<file path="config.mk">
export PLATFORM = sky130hd
export DESIGN_NAME = vx_rop_blend_multadd
export DESIGN_NICKNAME = d
export VERILOG_FILES = /design/src/rtl/vx_rop_blend_multadd_pkg.sv /design/src/rtl/vx_rop_blend_channel.sv /design/src/rtl/vx_rop_blend_multadd.sv
export SDC_FILE = /design/constraint.sdc
export NUM_CORES = 2
export LEC_CHECK = 0
export ABC_AREA = 1
export BUFFER_PORTS_ARGS = -buffer_cell sky130_fd_sc_hd__buf_4
export CORE_MARGIN = 2
export CORE_UTILIZATION = 25
export DETAILED_ROUTE_END_ITERATION = 8
export HOLD_SLACK_MARGIN = 0.12
export SETUP_SLACK_MARGIN = 0.4
export SYNTH_ARGS = -nofsm -noshare
export SYNTH_HDL_FRONTEND = slang
export SYNTH_SLANG_ARGS = --single-unit
export TNS_END_PERCENT = 5
</file>
<file path="constraint.sdc">
create_clock -name clk -period 13.1 [get_ports clk]
set_clock_uncertainty 0.05 [all_clocks]
set_input_delay 1.31 -clock clk [delete_from_list [all_inputs] [get_ports clk]]
set_output_delay 1.31 -clock clk [all_outputs]
set_load 0.02 [all_outputs]
</file>
<file path="src/rtl/vx_rop_blend_multadd_pkg.sv">
// Shared ROP definitions for the blend stage.
// Contents:
//   ROP_BLEND_MODE_*     blend equation encodings (ROP_BLEND_MODE_BITS wide)
//   ROP_BLEND_FUNC_*     blend factor selectors used by the factor stage
//   rgba_t               packed 8-bit-per-channel colour
//   div255_round()       exact rounded division of a 16-bit product by 255
package vx_rop_blend_multadd_pkg;

    localparam int ROP_BLEND_MODE_BITS = 3;

    localparam logic [ROP_BLEND_MODE_BITS-1:0] ROP_BLEND_MODE_ADD          = 3'd0;
    localparam logic [ROP_BLEND_MODE_BITS-1:0] ROP_BLEND_MODE_SUBTRACT     = 3'd1;
    localparam logic [ROP_BLEND_MODE_BITS-1:0] ROP_BLEND_MODE_REV_SUBTRACT = 3'd2;
    localparam logic [ROP_BLEND_MODE_BITS-1:0] ROP_BLEND_MODE_MIN          = 3'd3;
    localparam logic [ROP_BLEND_MODE_BITS-1:0] ROP_BLEND_MODE_MAX          = 3'd4;

    localparam int ROP_BLEND_FUNC_BITS = 4;

    localparam logic [ROP_BLEND_FUNC_BITS-1:0] ROP_BLEND_FUNC_ZERO                = 4'd0;
    localparam logic [ROP_BLEND_FUNC_BITS-1:0] ROP_BLEND_FUNC_ONE                 = 4'd1;
    localparam logic [ROP_BLEND_FUNC_BITS-1:0] ROP_BLEND_FUNC_SRC_RGB             = 4'd2;
    localparam logic [ROP_BLEND_FUNC_BITS-1:0] ROP_BLEND_FUNC_ONE_MINUS_SRC_RGB   = 4'd3;
    localparam logic [ROP_BLEND_FUNC_BITS-1:0] ROP_BLEND_FUNC_DST_RGB             = 4'd4;
    localparam logic [ROP_BLEND_FUNC_BITS-1:0] ROP_BLEND_FUNC_ONE_MINUS_DST_RGB   = 4'd5;
    localparam logic [ROP_BLEND_FUNC_BITS-1:0] ROP_BLEND_FUNC_SRC_A               = 4'd6;
    localparam logic [ROP_BLEND_FUNC_BITS-1:0] ROP_BLEND_FUNC_ONE_MINUS_SRC_A     = 4'd7;
    localparam logic [ROP_BLEND_FUNC_BITS-1:0] ROP_BLEND_FUNC_DST_A               = 4'd8;
    localparam logic [ROP_BLEND_FUNC_BITS-1:0] ROP_BLEND_FUNC_ONE_MINUS_DST_A     = 4'd9;

    typedef struct packed {
        logic [7:0] a;
        logic [7:0] r;
        logic [7:0] g;
        logic [7:0] b;
    } rgba_t;

    // ((x+128) + ((x+128)>>8)) >> 8. The largest intermediate (65407) still
    // fits in 16 bits, so bits [15:8] hold the whole 8-bit quotient.
    function automatic logic [7:0] div255_round(input logic [15:0] x);
        logic [16:0] t;
        t = 17'(x) + 17'd128;
        t = t + (t >> 8);
        return t[15:8];
    endfunction

endpackage

</file>
<file path="src/rtl/vx_rop_blend_channel.sv">
// One 8-bit blend lane: S1 multiply, S2 normalize by 255, S3 combine + register.
// Ports:
//   clk, reset_n            clock, async active-low reset (output register only)
//   en                      global pipeline enable (low = hold every stage)
//   mode                    blend equation for this lane, captured with the beat
//   src, dst                raw colour channel values
//   src_factor, dst_factor  blend factors for this lane
//   result                  registered blended value (S3)
module vx_rop_blend_channel
    import vx_rop_blend_multadd_pkg::*;
(
    input  logic                           clk,
    input  logic                           reset_n,
    input  logic                           en,
    input  logic [ROP_BLEND_MODE_BITS-1:0] mode,
    input  logic [7:0]                     src,
    input  logic [7:0]                     dst,
    input  logic [7:0]                     src_factor,
    input  logic [7:0]                     dst_factor,
    output logic [7:0]                     result
);

    logic [ROP_BLEND_MODE_BITS-1:0] mode_s1, mode_s2;
    logic [15:0]                    ps_s1, pd_s1;
    logic [7:0]                     src_s1, dst_s1;
    logic [7:0]                     ns_s2, nd_s2;
    logic [7:0]                     src_s2, dst_s2;

    // NOTE: datapath registers are deliberately unreset; only the valid bits
    // (in the top) and the output register need a defined value after reset.
    always_ff @(posedge clk) begin
        if (en) begin
            mode_s1 <= mode;
            ps_s1   <= src * src_factor;
            pd_s1   <= dst * dst_factor;
            src_s1  <= src;
            dst_s1  <= dst;
        end
    end

    always_ff @(posedge clk) begin
        if (en) begin
            mode_s2 <= mode_s1;
            ns_s2   <= div255_round(ps_s1);
            nd_s2   <= div255_round(pd_s1);
            src_s2  <= src_s1;
            dst_s2  <= dst_s1;
        end
    end

    logic [8:0]        sum;
    logic signed [8:0] diff_sd;
    logic signed [8:0] diff_ds;
    logic [7:0]        combined;

    // NOTE: every always_comb output gets a default first so no path can
    // infer a latch; undefined modes fall through to that zero.
    always_comb begin
        sum      = {1'b0, ns_s2} + {1'b0, nd_s2};
        diff_sd  = $signed({1'b0, ns_s2}) - $signed({1'b0, nd_s2});
        diff_ds  = $signed({1'b0, nd_s2}) - $signed({1'b0, ns_s2});
        combined = '0;
        case (mode_s2)
            ROP_BLEND_MODE_ADD:          combined = sum[8] ? 8'hFF : sum[7:0];
            ROP_BLEND_MODE_SUBTRACT:     combined = diff_sd[8] ? 8'h00 : diff_sd[7:0];
            ROP_BLEND_MODE_REV_SUBTRACT: combined = diff_ds[8] ? 8'h00 : diff_ds[7:0];
            ROP_BLEND_MODE_MIN:          combined = (src_s2 < dst_s2) ? src_s2 : dst_s2;
            ROP_BLEND_MODE_MAX:          combined = (src_s2 > dst_s2) ? src_s2 : dst_s2;
            default:                     combined = '0;
        endcase
    end

    // NOTE: sequential state uses non-blocking assignments only.
    always_ff @(posedge clk or negedge reset_n) begin
        if (!reset_n) begin
            result <= '0;
        end else if (en) begin
            result <= combined;
        end
    end

endmodule

</file>
<file path="src/rtl/vx_rop_blend_multadd.sv">
// ROP blend multiply-add: 3-stage valid/ready pipeline applying the blend
// equation per channel (b, g, r use mode_rgb; a uses mode_a).
// Ports:
//   clk, reset_n                      clock, async active-low reset
//   valid_in / ready_in               input handshake
//   mode_rgb, mode_a                  blend equations, captured with the beat
//   src_color, dst_color              source / destination colours
//   src_factor, dst_factor            per-channel blend factors
//   tag_in / tag_out                  opaque tag travelling with the beat
//   valid_out / ready_out             output handshake
//   color_out                         blended colour
module vx_rop_blend_multadd
    import vx_rop_blend_multadd_pkg::*;
#(
    parameter int TAG_WIDTH = 1
) (
    input  logic                           clk,
    input  logic                           reset_n,
    input  logic                           valid_in,
    output logic                           ready_in,
    input  logic [ROP_BLEND_MODE_BITS-1:0] mode_rgb,
    input  logic [ROP_BLEND_MODE_BITS-1:0] mode_a,
    input  rgba_t                          src_color,
    input  rgba_t                          dst_color,
    input  rgba_t                          src_factor,
    input  rgba_t                          dst_factor,
    input  logic [TAG_WIDTH-1:0]           tag_in,
    output logic                           valid_out,
    input  logic                           ready_out,
    output rgba_t                          color_out,
    output logic [TAG_WIDTH-1:0]           tag_out
);

    // A single enable for every stage: the pipeline only stalls when the
    // output holds a beat nobody takes, so bubbles ahead of it still shift
    // whenever en is high.
    logic stall;
    logic en;

    assign stall    = valid_out & ~ready_out;
    assign en       = ~stall;
    assign ready_in = en;

    logic                 valid_s1, valid_s2;
    logic [TAG_WIDTH-1:0] tag_s1, tag_s2;

    always_ff @(posedge clk or negedge reset_n) begin
        if (!reset_n) begin
            valid_s1  <= 1'b0;
            valid_s2  <= 1'b0;
            valid_out <= 1'b0;
            tag_out   <= '0;
        end else if (en) begin
            valid_s1  <= valid_in;
            valid_s2  <= valid_s1;
            valid_out <= valid_s2;
            tag_out   <= tag_s2;
        end
    end

    always_ff @(posedge clk) begin
        if (en) begin
            tag_s1 <= tag_in;
            tag_s2 <= tag_s1;
        end
    end

    vx_rop_blend_channel u_ch_b (
        .clk        (clk),
        .reset_n    (reset_n),
        .en         (en),
        .mode       (mode_rgb),
        .src        (src_color.b),
        .dst        (dst_color.b),
        .src_factor (src_factor.b),
        .dst_factor (dst_factor.b),
        .result     (color_out.b)
    );

    vx_rop_blend_channel u_ch_g (
        .clk        (clk),
        .reset_n    (reset_n),
        .en         (en),
        .mode       (mode_rgb),
        .src        (src_color.g),
        .dst        (dst_color.g),
        .src_factor (src_factor.g),
        .dst_factor (dst_factor.g),
        .result     (color_out.g)
    );

    vx_rop_blend_channel u_ch_r (
        .clk        (clk),
        .reset_n    (reset_n),
        .en         (en),
        .mode       (mode_rgb),
        .src        (src_color.r),
        .dst        (dst_color.r),
        .src_factor (src_factor.r),
        .dst_factor (dst_factor.r),
        .result     (color_out.r)
    );

    vx_rop_blend_channel u_ch_a (
        .clk        (clk),
        .reset_n    (reset_n),
        .en         (en),
        .mode       (mode_a),
        .src        (src_color.a),
        .dst        (dst_color.a),
        .src_factor (src_factor.a),
        .dst_factor (dst_factor.a),
        .result     (color_out.a)
    );

endmodule
</file>
==> metrics.yaml <==
synth_ff_type: "edfxtp_1"
cts-buffers-inserted: 49
dieArea_um2: 166400
cts_buffer_depth: 3
placement_rows: 148
areaGrowthSynthToFinish_pct: 12.57
number_of_enable_flip_flop_cells_after_synthesis: 334
drt-total-wl_um: 100700
via_count_normalized_by_instance_count: 4.262
crit_path_frequent_cell: "fa_1"
max_clock_freq_mhz: 199.2
min_delay_path_depth: 0
floorplan.die.height_um: 407.9
hold_worst_path_end: "tag_s2"
grt.overflow.total: 0
worst_setup_path_end_kind: "flop"
syn_inst: 5225
r2r_end: "u_ch_a.nd_s2[5]"
post_cts_resized: 0
worst_r2r_path_depth: 16
path_clk_slew_ns: 0.06
cp.arrival_ns: 5.32
clk_latency_ns: 0.64
crit_path_cell_trace: "buf_4 > nand2_1 > inv_1 > fa_1 > fa_1 > inv_1 > fa_1 > fa_1 > inv_1 > ha_1 > nand2_1 > o21ai_0 > a21boi_0 > o21ai_0 > a21oi_1 > xnor2_1"
grt_setup_unrepaired: "no"
detail_route.wl_per_cell_um: 13.43
ctsHoldBuffers: 0
grt_antenna_before_repair: 5
final_min_period_over_clock_period_pct: 38.33
yosys-top-cells-area: "edfxtp_1, ha_1, fa_1"
timing.final.max_slew_violations: 0
async_reset_ff_share_pct: 9.730
ant_nets: 0
regToRegSetupSlack_ns: 9.85
max_cap_viol_count: 0
report.final.setup_viol: 0
cts.sinks: 370
synth_top_area_share_pct: 24.59
p_per_area_nw_per_um2: 209.4
grt_pass1_wl_um: 165500
vdd_ir_drop_max_mv: 0.1080
hpwl_after_dpl_um: 79930
die_width_um: 407.9
fill_cells: 17390
root_buffer: "clkbuf_16"
yosys.cell_types.count: 47
finalHoldViolations: 0
post-cts-setup-buffers: 0
cts_tree: "done"
cpPeakStageDelay_ns: 0.55
library_cell_with_the_highest_instance_count_after_synthesis: "nand2_1"
worst_r2r_startpoint: "u_ch_a.pd_s1[7]"
critical_path.slowest_cell: "fa_1"
timing.hold.worst.start: "tag_s1"
status: "finished clean"
finalCriticalPeriod_ns: 5.021
drive_gt1_share_pct: 6.068
routability_driven_placement_congestion_ratio: 0.8653
static-leakage-power_nw: 25.47
setup_ws_ns: 8.079
synth_seq_area_share_pct: 26.80
synth.yosys.warnings: 0
synth_common_cells: "nand2_1, inv_1, ha_1"
startpoint_class_of_the_critical_path: "input port"
tightestPinTransition_ns: 0.9570
yosysTopAreaCell: "edfxtp_1"
synth.ff_latch_count: 370
port_buffers: 173
post_synth_instance_area_um2: 40790
post-place-ws_ns: 7.469
first_global_vias: 32260
drt_pre_antenna_iters: 6
path_class: "input port to flop"
cp.required_ns: 13.40
route.detailed.drc: 0
fin_nets: 6203
antenna_cells: 0
maximum_number_of_pins_on_one_net_before_global_route_repair: 144
postSynthAreaPerCell_um2: 7.807
global_route.usage.total_pct: 12.12
ioPinCount: 174
detail_route.iter0.violations: 2132
fin_util_pct: 28.27
setup_total_negative_slack_ns: 0
via_count: 31960
floorplan.core_area_um2: 162400
timing.hold.worst.class: "flop to flop"
initial_utilization_pct: 25.12
cp_max_fo: 9
synth_nets: 6146
max-slew-margin-rel_pct: 35.71
h-tree-depth: 2
## placed cells by master (no fill, tap or decap), types with 135 or more instances in the layout
cell type     n
buf_4       179
xor2_1      135
nand3_1     296
ha_1        482
fa_1        300
a21oi_1     176
nand2_1    1434
edfxtp_1    334
inv_1      1253
nor2_1      218
## kinds of logic after synthesis
group / share of synthesized area (%)
compound gates: 4.546
simple gates: 21.92
fa+ha+maj: 29.51
buf+inv: 13.37
xor+xnor: 3.853
flops: 26.80
## layout make-up
class | instances | area, um^2 | share of cell area (%)
well taps | 2175 | 2721 | 5.927
flip-flops and latches | 370 | 10930 | 23.80
inverters | 1256 | 4722 | 10.28
clock inverters | 33 | 406.6 | 0.8856
clock buffers | 59 | 1325 | 2.886
multi-input cells | 3424 | 24430 | 53.20
repair buffers | 181 | 1384 | 3.014
## power breakdown
group	total [mW]	leakage [nW]	internal [mW]	switching, mW
combinational	5.84	20.7	2.11	3.74
clock	1.45	0.851	0.868	0.582
sequential	2.32	3.88	1.96	0.362
## worst max-delay path: cells and delay by family
family | cells | cell delay (ns)
adders and majority gates | 5 | 2.33
AOI/OAI and AO/OA | 4 | 1.07
buffers and inverters | 4 | 0.31
and+or+nand+nor | 2 | 0.15
xor gates and xnor gates | 1 | 0.14
## worst max-delay path by stage
stage,from,endpoint,slack [ns],depth (start not counted)
2_1_floorplan,ready_out,ready_in,0.89,3
3_3_place_gp,src_color[9],u_ch_g.ps_s1[13],7.46,16
3_5_place_dp,src_color[9],u_ch_g.ps_s1[13],7.47,16
4_1_cts,src_color[9],u_ch_g.ps_s1[13],8.12,16
5_1_grt,src_color[9],u_ch_g.ps_s1[13],7.75,16
6_report,src_color[9],u_ch_g.ps_s1[13],8.08,16
## metal layers
layer,part of all wire (%),global-route usage (%)
met5,0.036,0
met4,2.0,3.142
met3,4.6,1.780
met2,47,20.59
met1,46,16.03
## stage by stage
stage	total power [mW]	std cells	instance area (um^2)	hold slack [ns]
finish	9.616	7498	45920	0.3423
global placement	8.081	7406	44190	0.3509
detailed placement	8.170	7406	44190	0.3545
CTS	9.715	7498	45920	0.3237
floorplan	6.802	5225	40790	0.3503
global route	10.70	7498	45920	0.3568
## state kept, by name, indices dropped and copies added, names as in the netlist, 16 cells and up
register / count
u_ch_b.ps_s1: 16
u_ch_b.pd_s1: 16
u_ch_r.ps_s1: 16
u_ch_g.pd_s1: 16
u_ch_g.ps_s1: 16
u_ch_a.ps_s1: 16
u_ch_r.pd_s1: 16
u_ch_a.pd_s1: 16
No activity file was read; power rests on OpenSTA's default activity.
